File: src/rtl/rfsoc_config.sv
// Shared configuration for the RFSoC fabric blocks: default widths and the
// trigger sequencer state encoding.
package rfsoc_config;

  localparam int unsigned NUM_CH_DEF   = 8;
  localparam int unsigned DELAY_W_DEF  = 16;
  localparam int unsigned PERIOD_W_DEF = 32;
  localparam int unsigned REPEAT_W_DEF = 16;

  typedef enum logic [1:0] {
    IDLE,
    WAIT_SYNC,
    RUN,
    DONE
  } trig_seq_state_t;

endpackage

File: src/rtl/trigger_sequencer_burst_timer.sv
// Period/burst bookkeeping for trigger_sequencer: shadow period and repeat
// registers, the in-period counter and the period index.
module burst_timer
  import rfsoc_config::*;
#(
  parameter int unsigned PERIOD_W = PERIOD_W_DEF,
  parameter int unsigned REPEAT_W = REPEAT_W_DEF
) (
  input  logic                clk,
  input  logic                rst,
  input  logic                load,
  input  logic                run,
  input  logic                clear,
  input  logic [PERIOD_W-1:0] cfg_period,
  input  logic [REPEAT_W-1:0] cfg_repeat,
  output logic [PERIOD_W-1:0] cnt,
  output logic [REPEAT_W-1:0] period_idx,
  output logic                last
);

  logic [PERIOD_W-1:0] period_q;
  logic [REPEAT_W-1:0] repeat_q;
  logic                wrap;

  assign wrap = run && (cnt == period_q - PERIOD_W'(1));
  // repeat_q == 0 selects free-running mode, so no period is ever the last.
  assign last = wrap && (repeat_q != '0) && (period_idx == repeat_q - REPEAT_W'(1));

  always_ff @(posedge clk) begin
    if (rst) begin
      period_q   <= '0;
      repeat_q   <= '0;
      cnt        <= '0;
      period_idx <= '0;
    end else if (clear) begin
      cnt        <= '0;
      period_idx <= '0;
    end else if (load) begin
      period_q   <= cfg_period;
      repeat_q   <= cfg_repeat;
      cnt        <= '0;
      period_idx <= '0;
    end else if (run) begin
      if (wrap) begin
        cnt <= '0;
        if (!last) period_idx <= period_idx + REPEAT_W'(1);
      end else begin
        cnt <= cnt + PERIOD_W'(1);
      end
    end
  end

endmodule

File: src/rtl/trigger_sequencer.sv
// Per-channel playback trigger sequencer with periodic bursts.
// Optional build macro TRIG_SEQ_EXT_SYNC_EN aligns each run to an ext_sync edge.
module trigger_sequencer
  import rfsoc_config::*;
#(
  parameter int unsigned NUM_CH   = NUM_CH_DEF,
  parameter int unsigned DELAY_W  = DELAY_W_DEF,
  parameter int unsigned PERIOD_W = PERIOD_W_DEF,
  parameter int unsigned REPEAT_W = REPEAT_W_DEF
) (
  input  logic                       clk,
  input  logic                       rst,
  input  logic [NUM_CH*DELAY_W-1:0]  cfg_delay,
  input  logic [PERIOD_W-1:0]        cfg_period,
  input  logic [REPEAT_W-1:0]        cfg_repeat,
  input  logic                       arm,
  input  logic                       abort,
  input  logic                       ext_sync,
  output logic [NUM_CH-1:0]          trigger_out,
  output logic                       busy,
  output logic                       done,
  output logic                       cfg_err,
  output logic [REPEAT_W-1:0]        period_idx
);

  localparam int unsigned CMP_W = (DELAY_W > PERIOD_W) ? DELAY_W : PERIOD_W;

`ifdef TRIG_SEQ_EXT_SYNC_EN
  localparam trig_seq_state_t ARM_NEXT = WAIT_SYNC;
`else
  localparam trig_seq_state_t ARM_NEXT = RUN;
`endif

  trig_seq_state_t           state, state_next;
  logic [NUM_CH*DELAY_W-1:0] delay_q;
  logic [PERIOD_W-1:0]       cnt;
  logic [NUM_CH-1:0]         hit;
  logic                      accept, reject, last, sync_edge;

  assign accept = (state == IDLE) && arm && !abort && (cfg_period != '0);
  assign reject = (state == IDLE) && arm && !abort && (cfg_period == '0);

`ifdef TRIG_SEQ_EXT_SYNC_EN
  logic ext_sync_q;

  always_ff @(posedge clk) begin
    if (rst) ext_sync_q <= 1'b0;
    else     ext_sync_q <= ext_sync;
  end

  assign sync_edge = ext_sync && !ext_sync_q;
`else
  logic unused_ext_sync;

  assign unused_ext_sync = ext_sync;
  assign sync_edge       = 1'b0;
`endif

  burst_timer #(
    .PERIOD_W (PERIOD_W),
    .REPEAT_W (REPEAT_W)
  ) u_burst_timer (
    .clk        (clk),
    .rst        (rst),
    .load       (accept),
    .run        (state == RUN),
    .clear      (abort || (state == DONE)),
    .cfg_period (cfg_period),
    .cfg_repeat (cfg_repeat),
    .cnt        (cnt),
    .period_idx (period_idx),
    .last       (last)
  );

  always_ff @(posedge clk) begin
    if (rst) state <= IDLE;
    else     state <= state_next;
  end

  always_comb begin
    state_next = state;
    if (abort) begin
      state_next = IDLE;
    end else begin
      case (state)
        IDLE:      if (accept) state_next = ARM_NEXT;
        WAIT_SYNC: if (sync_edge) state_next = RUN;
        RUN:       if (last) state_next = DONE;
        DONE:      state_next = IDLE;
        default:   state_next = IDLE;
      endcase
    end
  end

  always_comb begin
    busy = (state != IDLE);
    done = (state == DONE);
  end

  always_ff @(posedge clk) begin
    if (rst)         delay_q <= '0;
    else if (accept) delay_q <= cfg_delay;
  end

  // cnt never reaches period, so an offset >= period simply never matches.
  always_comb begin
    hit = '0;
    for (int unsigned i = 0; i < NUM_CH; i++) begin
      hit[i] = (state == RUN) &&
               (CMP_W'(delay_q[i*DELAY_W +: DELAY_W]) == CMP_W'(cnt));
    end
  end

  always_ff @(posedge clk) begin
    if (rst || abort) trigger_out <= '0;
    else              trigger_out <= hit;
  end

  always_ff @(posedge clk) begin
    if (rst) cfg_err <= 1'b0;
    else     cfg_err <= reject;
  end

endmodule

File: config.mk
export PLATFORM = sky130hd
export DESIGN_NAME = trigger_sequencer
export DESIGN_NICKNAME = d
export VERILOG_FILES = /design/src/rtl/rfsoc_config.sv /design/src/rtl/trigger_sequencer_burst_timer.sv /design/src/rtl/trigger_sequencer.sv
export SDC_FILE = /design/constraint.sdc
export NUM_CORES = 1
export LEC_CHECK = 0
export CORE_MARGIN = 2
export CORE_UTILIZATION = 30
export CTS_BUF_LIST = sky130_fd_sc_hd__clkbuf_8
export DETAILED_ROUTE_END_ITERATION = 8
export PLACE_DENSITY = 0.57
export SLEW_MARGIN = 20
export SYNTH_ARGS = -nofsm -noshare
export SYNTH_HDL_FRONTEND = slang
export SYNTH_HIERARCHICAL = 1
export SYNTH_SLANG_ARGS = --single-unit
File: constraint.sdc
create_clock -name clk -period 3.9 [get_ports clk]
set_input_delay 0.78 -clock clk [delete_from_list [all_inputs] [get_ports clk]]
set_output_delay 0.78 -clock clk [all_outputs]
set_load 0.02 [all_outputs]
==> metrics.md <==
| Metric | Value |
|---|---|
| Status | finished clean |
| Register area share after synthesis | 35.6% |
| Total Routing Usage GR | 17.6% |
| 1st-pass router iterations | 5 |
| Ys async rst share | 0% |
| Wire per inst | roughly 18 um |
| Number of global-route vias before repair | approximately 11000 |
| Synth Net Count | about 1700 |
| Critical Path RT | between 4 and 5 ns |
| Multi-input gate area | approximately 8000 um^2 |
| Crit-path cells | nor3_1, nand2_1, or4b_2, a31oi_1, nor2_1, nor3_1, nand4b_1, buf_12, or4_1, a21oi_1 |
| Post-Syn Area per Cell | between 8 and 9 um^2 |
| Clock tree sinks | between 200 and 250 |
| Share of cells above drive strength 1 | ~7.1% |
| Die span in x | between 200 and 250 um |
| Synth top area share | 35.6% |
| Least-Margin Pin Slew | 0.987 ns |
| Mapped Area | between 10000 and 15000 um^2 |
| Post-synth EDFFs | 0 |
| Synthesized netlist cell count | approximately 1500 |
| IO Port Bufs | approximately 210 |
| CP Data Arrival Time | between 4 and 5 ns |
| GPL Wtd Cong | 0.855 |
| Residual DRC | 0 |
| Worst VDD drop | between 0.15 and 0.2 mV |
| Iter 0 DRT Violations | between 600 and 700 |
| Final hold violation count | 0 |
| Post-layout util | ~39% |
| Largest net degree at the start of global routing | around 240 |
| Cell mode on critical path | nor3_1 |
| Layout Skew | between 0.03 and 0.04 ns |
| TritonCTS Buffers | 45 |
| Insertion delay to the later sink of the worst-skew pair | 0.61 ns |
| WHS | about 0.47 ns |
| Final setup viols | 0 |
| CP Class | register to register |
| Endpoint class of the critical path | register |
| CORE AREA | about 43000 um^2 |
| Worst-path maximum fanout | 30 |
| CP max stage delay | ~0.65 ns |
| Unique masters post-synth | 70 |
| CP startpoint kind | register |
| Fillers | about 4400 |
| Synth Flop Type | dfxtp_1 |
| Max frequency | around 0.27 GHz |
| TritonCTS clock tree | done |
| Clk Tree Root Cell | clkbuf_8 |
| Area Overhead vs Synth | 26.9% |
| Via count | between 10000 and 15000 |
| Period utilization | between 90% and 100% |
| Pwr dens | between 300 and 400 nW/um^2 |
| Slowest CP cell | or4b_2 |
| IO Count | 208 |
| Sequential cell area | around 4700 um^2 |
| Yosys reg bits | 235 |
| Vias/cell | between 4 and 5 |
| Antenna violations before repair | 2 |
| Area leader, netlist | dfxtp_1 |
| Final #Nets | ~1900 |
| Detail Placement HPWL | between 20000 and 30000 um |
| Clock Tree Buf Depth | 3 |
| Grt total ovfl | 0 |
| Most common library cell in the layout ignoring fill and taps | nand2b_1 |
| Die Area | roughly 46000 um^2 |
| Worst min path class | register to register |
| Detail Route Antenna Nets | 0 |
| Max-slew headroom | about a third |
| CTS clk-pin slew, worst paths | around 0.07 ns |
| Maxcap violations | 0 |
| Fin Setup TNS | 0 ns |
| Hold_buf cts | 0 |
| H-Tree Depth | 2 |
| First-pass GRT wire length | roughly 64000 um |
| Unrepaired setup endpoints after global routing | false |
| # resized after CTS | 0 |
| P_leak | just under 0.007 uW |
| Synth warn | 6 |
| Chip height | around 210 um |
| Starting density of the core | 30.6% |
| Most frequent cells in the layout | nand2b_1 (262), dfxtp_1 (235), clkdlybuf4s50_1 (205) |
| Final WL | approximately 40000 um |
| Post-route minimum period | ~3.7 ns |
| Post-CTS setup buffer count | 0 |
| Synth area leaders | dfxtp_1 (36%), nand2b_1 (12%), xor2_1 (12%) |
| Num rows | 76 |
| Slew Viols, Final | 0 |
==> cell families after synthesis <==
family / count (synthesis) / synth area share, %
xor gates and xnor gates: 214 / 14.2
DFF: 235 / 35.6
buffers and inverters: 110 / 4.17
adders and majority gates: 4 / 0.378
muxes: 134 / 10.1
and+or+nand+nor: 702 / 29.6
AOI/OAI and AO/OA: 129 / 5.94
==> synthesized netlist by cell type, types with 2 or more instances <==
cell type and n:
buf_1 7, a211oi_1 5, a32oi_1 2, and3_1 17
nand4_1 26, o211a_1 2, buf_8 9, inv_1 10
nor2_1 70, and4_1 6, o211ai_1 6, nor4_1 53
nor3_1 30, or4_1 9, or3_1 19, clkbuf_1 72
and2_1 3, dfxtp_1 235, nand2b_1 262, a31oi_1 8
nor3b_1 2, o31ai_1 3, buf_2 6, xnor2_1 36
ha_1 4, nand2_1 140, nor4b_1 5, o21ai_0 17
o311ai_0 2, mux2i_1 134, or2_2 7, nand3b_1 2
xor2_1 178, buf_4 4, or4_4 2, a21oi_1 66
nand3_1 29, buf_6 2, nor2b_1 7
==> power by group <==
| group | switching [uW] | internal (uW) | total (uW) |
|---|---|---|---|
| combinational | 414 | 484 | 898 |
| sequential | 75.8 | 2490 | 2570 |
| clock | 1100 | 1490 | 2600 |
| total | 1590 | 4470 | 6060 |
==> state kept, by name (all words and copies together), names as in the netlist <==
name	cells
u_burst_timer/period_idx	16
cfg_err	1
delay_q	128
state	2
trigger_out	8
u_burst_timer/cnt	32
u_burst_timer/repeat_q	16
u_burst_timer/period_q	32
==> final timing paths <==
path,startpoint,endpoint,slack [ns],cells past startpoint
hold / removal,u_burst_timer/period_q[31],u_burst_timer/period_q[31],0.47,2
setup / recovery,u_burst_timer/period_q[2],u_burst_timer/period_idx[14],0.22,10
setup reg to reg,u_burst_timer/period_q[2],u_burst_timer/period_idx[14],0.22,10
hold reg to reg,u_burst_timer/period_q[31],u_burst_timer/period_q[31],0.47,2
==> metal layers <==
| metal | wire (um) | track usage, % |
|---|---|---|
| met5 | 13 | 0 |
| met2 | 18100 | 27.6 |
| met1 | 19700 | 24.0 |
| met3 | 2380 | 4.10 |
| met4 | 915 | 5.13 |
==> metrics by stage <==
stage	total power, uW	setup slack [ns]	std cells	area [um^2]
floorplan	3170	0.610	1528	13200
global placement	3500	0.310	2255	15800
detailed placement	3510	0.275	2255	15800
CTS	6160	0.276	2332	16800
global route	6360	0.0455	2332	16800
finish	6060	0.219	2333	16800
==> critical path: cells and delay by family (launching register included) <==
kind                   cells  cell delay [ns]
AND/OR/NAND/NOR            7             2.54
buffers and inverters      1             0.23
AO/OA/AOI/OAI              2             0.44
flip-flops                 1             0.42
==> final cells by class <==
cell class	count	share of cell area (%)
diodes	1	0.0149
well taps	585	4.36
clock inverters	17	0.738
repair buffers	242	14.2
flip-flops and latches	235	28.0
clock buffers	60	4.92
inverters	10	0.224
multi-input cells	1183	47.5
No activity file was read; power rests on OpenSTA's default activity.
